File: src/rtl/grf_pkg.sv
// Shared definitions for the write-back general register file.
// Contents:
//   DATA_W, ADDR_W   default data width and register index width
//   REG_ZERO         index of the hardwired-zero register
//   REG_RA           index of the link register written by jal
//   reg_idx_t        register index type
//   word_t           register data type
package grf_pkg;

  localparam int DATA_W = 32;
  localparam int ADDR_W = 5;

  localparam logic [ADDR_W-1:0] REG_ZERO = 5'd0;
  localparam logic [ADDR_W-1:0] REG_RA   = 5'd31;

  typedef logic [ADDR_W-1:0] reg_idx_t;
  typedef logic [DATA_W-1:0] word_t;

endpackage

File: src/rtl/grf_read_port.sv
// One combinational read port of the register file.
// The port returns zero for register $0 and, when BYPASS is set, forwards
// the write data of a same-cycle write to the register being read.
// The forward is suppressed while reset is held so reads stay at zero.
// Ports:
//   reset_n  asynchronous active-low reset (gates the forward only)
//   ra       read index
//   stored   current array contents at index ra
//   we, wa   write enable and destination of the write port
//   wd       write data of the write port
//   rd       read data
module grf_read_port #(
  parameter int DATA_W = grf_pkg::DATA_W,
  parameter int ADDR_W = grf_pkg::ADDR_W,
  parameter int BYPASS = 1
) (
  input  logic              reset_n,
  input  logic [ADDR_W-1:0] ra,
  input  logic [DATA_W-1:0] stored,
  input  logic              we,
  input  logic [ADDR_W-1:0] wa,
  input  logic [DATA_W-1:0] wd,
  output logic [DATA_W-1:0] rd
);

  import grf_pkg::*;

  localparam logic [ADDR_W-1:0] ZERO_IDX = ADDR_W'(REG_ZERO);

  always_comb begin
    rd = stored;
    if (ra == ZERO_IDX) begin
      rd = '0;
    end else if ((BYPASS != 0) && reset_n && we && (wa == ra)) begin
      // we is tested first so an X destination with we=0 cannot disturb rd
      rd = wd;
    end
  end

endmodule

File: src/rtl/wb_grf.sv
// General register file at the consuming end of the write-back path.
// Holds 2**ADDR_W-1 writable registers ($0 reads as zero), one W-stage
// write port and two combinational D-stage read ports with optional
// same-cycle write-through, plus a count of committed non-$0 writes.
// Ports:
//   clk       rising-edge clock
//   reset_n   asynchronous active-low reset
//   ra1, ra2  read indices (rs, rt)
//   rd1, rd2  read data
//   we, wa    W-stage write enable and destination
//   wd        W-stage write data
//   w_pc      PC of the writing instruction (trace only)
//   wr_count  committed non-$0 writes since reset, wraps at 2**32
// Build option:
//   GRF_TRACE_EN  when defined, each committed write prints a simulation
//                 trace line "<time> @<pc>: $<nn> <= <data>".
module wb_grf #(
  parameter int DATA_W = grf_pkg::DATA_W,
  parameter int ADDR_W = grf_pkg::ADDR_W,
  parameter int BYPASS = 1
) (
  input  logic              clk,
  input  logic              reset_n,
  input  logic [ADDR_W-1:0] ra1,
  input  logic [ADDR_W-1:0] ra2,
  output logic [DATA_W-1:0] rd1,
  output logic [DATA_W-1:0] rd2,
  input  logic              we,
  input  logic [ADDR_W-1:0] wa,
  input  logic [DATA_W-1:0] wd,
  input  logic [DATA_W-1:0] w_pc,
  output logic [31:0]       wr_count
);

  import grf_pkg::*;

  localparam int DEPTH = 2 ** ADDR_W;
  localparam logic [ADDR_W-1:0] ZERO_IDX = ADDR_W'(REG_ZERO);

  logic [DATA_W-1:0] regs [DEPTH];
  logic              commit;

  // Writes to $0 are dropped entirely: no storage update, no count.
  assign commit = we && (wa != ZERO_IDX);

  always_ff @(posedge clk or negedge reset_n) begin
    if (!reset_n) begin
      for (int i = 0; i < DEPTH; i++) begin
        regs[i] <= '0;
      end
      wr_count <= '0;
    end else if (commit) begin
      regs[wa] <= wd;
      wr_count <= wr_count + 32'd1;
    end
  end

  grf_read_port #(
    .DATA_W (DATA_W),
    .ADDR_W (ADDR_W),
    .BYPASS (BYPASS)
  ) u_port1 (
    .reset_n (reset_n),
    .ra      (ra1),
    .stored  (regs[ra1]),
    .we      (we),
    .wa      (wa),
    .wd      (wd),
    .rd      (rd1)
  );

  grf_read_port #(
    .DATA_W (DATA_W),
    .ADDR_W (ADDR_W),
    .BYPASS (BYPASS)
  ) u_port2 (
    .reset_n (reset_n),
    .ra      (ra2),
    .stored  (regs[ra2]),
    .we      (we),
    .wa      (wa),
    .wd      (wd),
    .rd      (rd2)
  );

`ifdef GRF_TRACE_EN
  always @(posedge clk) begin
    if (reset_n && commit) begin
      $display("%0t @%08h: $%02d <= %08h", $time, w_pc, wa, wd);
    end
  end
`else
  logic unused_w_pc;
  assign unused_w_pc = ^w_pc;
`endif

endmodule

File: config.mk
export PLATFORM = sky130hd
export DESIGN_NAME = wb_grf
export DESIGN_NICKNAME = d
export VERILOG_FILES = /design/src/rtl/grf_pkg.sv /design/src/rtl/grf_read_port.sv /design/src/rtl/wb_grf.sv
export SDC_FILE = /design/constraint.sdc
export NUM_CORES = 2
export LEC_CHECK = 0
export ABC_AREA = 1
export BUFFER_PORTS_ARGS = -buffer_cell sky130_fd_sc_hd__buf_2
export CAP_MARGIN = 20
export CORE_ASPECT_RATIO = 0.9
export CORE_MARGIN = 1.5
export CORE_UTILIZATION = 50
export CTS_CLUSTER_SIZE = 24
export DETAILED_ROUTE_END_ITERATION = 8
export PLACE_DENSITY = 0.67
export SYNTH_ARGS = -nofsm -noshare
export SYNTH_HDL_FRONTEND = slang
export SYNTH_SLANG_ARGS = --single-unit
File: constraint.sdc
create_clock -name clk -period 2.4 [get_ports clk]
set_clock_uncertainty 0.2 [all_clocks]
set_input_delay 0 -clock clk [delete_from_list [all_inputs] [get_ports clk]]
set_output_delay 0 -clock clk [all_outputs]
set_load 0.1 [all_outputs]
==> out/qor.yml <==
outcome:
  status: "finished, violations left"
  violations: "setup timing"
clocking:
  clock_latency_ns: 0.73
  clkTransAtPathRegs_ns: 0.06
  cts_root_buf: "clkbuf_16"
  numCtsBuffers: 113
  htreeDepth: 3
  cts_sinks: 1056
  tritoncts: "done"
  cts_max_path_buffers: 3
finish:
  fillCellCount: 10182
  nets: 8114
  layout_common_cells: "nand2_1, o21ai_0, dfrtp_1, nand3_1, inv_1"
  final_common_cell: "nand2_1"
  stdcell_area_um2: 71300
  multiInputGateArea_um2: 29200
  drive_gt1_share_pct: 15.9
  regArea_um2: 26400
  area_growth_pct: 21.6
  utilization_pct: 61.6
  stdcell_count: 9689
logic_synthesis:
  synth-seq-cells: 1056
  synth-seq-area-share_pct: 45.1
  syn_area_per_cell_um2: 7.28
  synth_top_area_share_pct: 45.1
  synthesis.area_um2: 58600
  async_reset_ff_share_pct: 100
  syn_nets: 8132
  synth_compound_area_share_pct: 23.4
  synthAdderAreaFrac_pct: 0.0214
  synth_edf_count: 0
  synth_top_family_by_area: "compound AO/OA/AOI/OAI gates"
  ys_types: 30
  synth_ff_type: "dfrtp_1"
  synth_top_cell_by_area: "dfrtp_1"
  yosys.area_share.simple_pct: 21.9
  synth.area.mux_share_pct: 0
  synth_area_leaders: "dfrtp_1, nand2_1, o21ai_0, nand3_1, o211ai_1"
  netlist_instances: 8049
  ys_warn_count: 0
  synth-xor-area-share_pct: 0.478
global_routing:
  grt_pass1_wl_um: 355000
  antenna_found_initial: 13
  overflow: 0
  grt_pass1_vias: 55906
  grt_max_degree: 162
  grtUsageTotal_pct: 39.4
die:
  core_area_um2: 116000
  fp.dieW_um: 364
  start_util_pct: 50.7
  die_h_um: 328
  ioPinCount: 178
  rows: 118
  die_area_um2: 119000
power:
  p_switching_uw: 19200
  p_clk_share_pct: 33.3
  p_seq_share_pct: 41.5
  power.internal_uw: 37200
  p_leak_uw: 0.0325
  power.density_nw_per_um2: 790
  switching_share_pct: 34.0
  p_comb_share_pct: 25.2
  irDropWorstVdd_uv: 719
route:
  wl_um: 240000
  drtIter0Drc: 9699
  firstDrtPassIters: 8
  drc: 0
  drtAntennaViolNets: 0
  wire_per_inst_um: 24.7
  vias: 60881
  vias_per_cell: 6.28
sta:
  rsz0062_at_grt: "true"
  setup_violations: 31
  fin_crit_sh_pct: 104
  finalHoldViolCount: 0
  period_needed_ns: 2.49
  worst_pin_slew_ns: 1.00
  max_freq_ghz: 0.402
  fin_ws_ns: -0.0883
  slew_headroom_pct: 33.3
  final_max_slew_viol_count: 0
critical_path:
  worst_ep_required_time_ns: 2.20
  cp_slowest_cell: "dfrtp_1"
  critical_path.startpoint_type: "register"
  critPathKind: "reg2out"
  cpMostUsedCell: "nand2_1"
  max_stage_delay_ns: 0.39
  cp_max_fo: 2
  worst_setup_path_end_kind: "primary output"
  path_cells: "inv_2 -> a21oi_2 -> o21ai_1 -> nand3_1 -> nand2_1 -> nand2_1 -> nand2_1 -> nand2_1 -> nor2_2 -> nor2_4 -> buf_12"
  cp.arrival_ns: 2.29
hold_path:
  holdCritPathClass: "in2reg"
place:
  dpl_cell_area_um2: 63500
  pre_cts_ws_ns: 0.0406
  numPortBuffers: 145
  dp_cells: 9299
  dp_hpwl_um: 139000
  gp_congestion: 0.945
flow_run:
  maxCapViolCount: 0
==> cells by family after synthesis <==
family	count (synthesis)
AO/OA/AOI/OAI	2482
adder cells (fa/ha/maj)	1
XOR/XNOR	32
buffers and inverters	1400
AND/OR/NAND/NOR	3078
flip-flops	1056
==> through the flow <==
stage / power (uW) / TNS, ns / hold slack [ns]
final: 56300 / -0.966 / 0.0601
after global routing: 58800 / -4.98 / 0.0576
after CTS: 55300 / -1.31 / -0.0327
after detailed placement: 36100 / 0 / -0.103
after global placement: 35600 / 0 / -0.105
after floorplan: 31600 / -8.19 / -0.496
==> cell type report <==
class / instances / area share (%)
Inverter: 655 / 3.50
Multi-Input combinational cell: 5593 / 41.0
Tap cell: 1560 / 2.74
Sequential cell: 1056 / 37.1
Timing Repair Buffer: 612 / 10.1
Clock buffer: 175 / 4.91
Clock inverter: 33 / 0.607
Antenna cell: 5 / 0.0176
==> worst paths after layout <==
| kind | to | start | slack (ns) | depth (start not counted) |
|---|---|---|---|---|
| setup / recovery | rd2[10] | regs[202]$_DFFE_PN0P_ | -0.09 | 11 |
| hold / removal | regs[514]$_DFFE_PN0P_ | wd[2] | 0.06 | 4 |
| setup reg to reg | wr_count[27]$_DFFE_PN0P_ | wr_count[9]$_DFFE_PN0P_ | 0.32 | 7 |
| hold reg to reg | regs[1023]$_DFFE_PN0P_ | regs[1023]$_DFFE_PN0P_ | 0.18 | 0 |
| max in group asynchronous | regs[211]$_DFFE_PN0P_ | reset_n | 0.11 | 5 |
| min in group asynchronous | regs[1016]$_DFFE_PN0P_ | reset_n | 0.28 | 4 |
==> critical path: cells and delay by family, from the launching register on <==
kind | cells | cell delay (ns)
buffers and inverters | 2 | 0.25
AO/OA/AOI/OAI | 2 | 0.14
AND/OR/NAND/NOR | 7 | 0.77
flip-flops | 1 | 0.39
==> flip-flops by register name (all words and copies together), names as in the netlist <==
name and flops:
regs 1024, wr_count 32
==> power groups by stage <==
stage	registers (uW)	clock network (uW)	logic (uW)
floorplan	23500	0	8160
global placement	23400	0	12300
detailed placement	23500	0	12600
CTS	23200	18800	13300
global route	23700	19500	15600
finish	23400	18700	14200
==> synth_stat cells, types with 24 or more instances <==
| cell | number |
|---|---|
| nor2_1 | 250 |
| buf_2 | 83 |
| dfrtp_1 | 1056 |
| nor3_1 | 27 |
| o211ai_1 | 498 |
| o21ai_1 | 35 |
| a21oi_1 | 505 |
| nand3_1 | 808 |
| clkbuf_1 | 598 |
| inv_1 | 642 |
| or2_2 | 36 |
| buf_1 | 63 |
| xor2_1 | 24 |
| o21ai_0 | 1429 |
| nand2_1 | 1922 |
==> metal layers <==
metal	wire [um]	track usage, %
met1	93800	54.6
met2	97300	55.1
met3	36100	13.4
met4	12300	18.7
met5	43	0
==> repair_timing <==
action | in CTS | in global routing
endpoints found under the hold margin | 1888 | 65
setup endpoints to repair | 61 | 277
resized for setup | 337 | 451
hold buffers | 99 | 2
gates cloned | 0 | 1
setup buffers | 22 | 59
pin swaps | 149 | 283
Note: power is estimated with default switching activity, not from simulation.
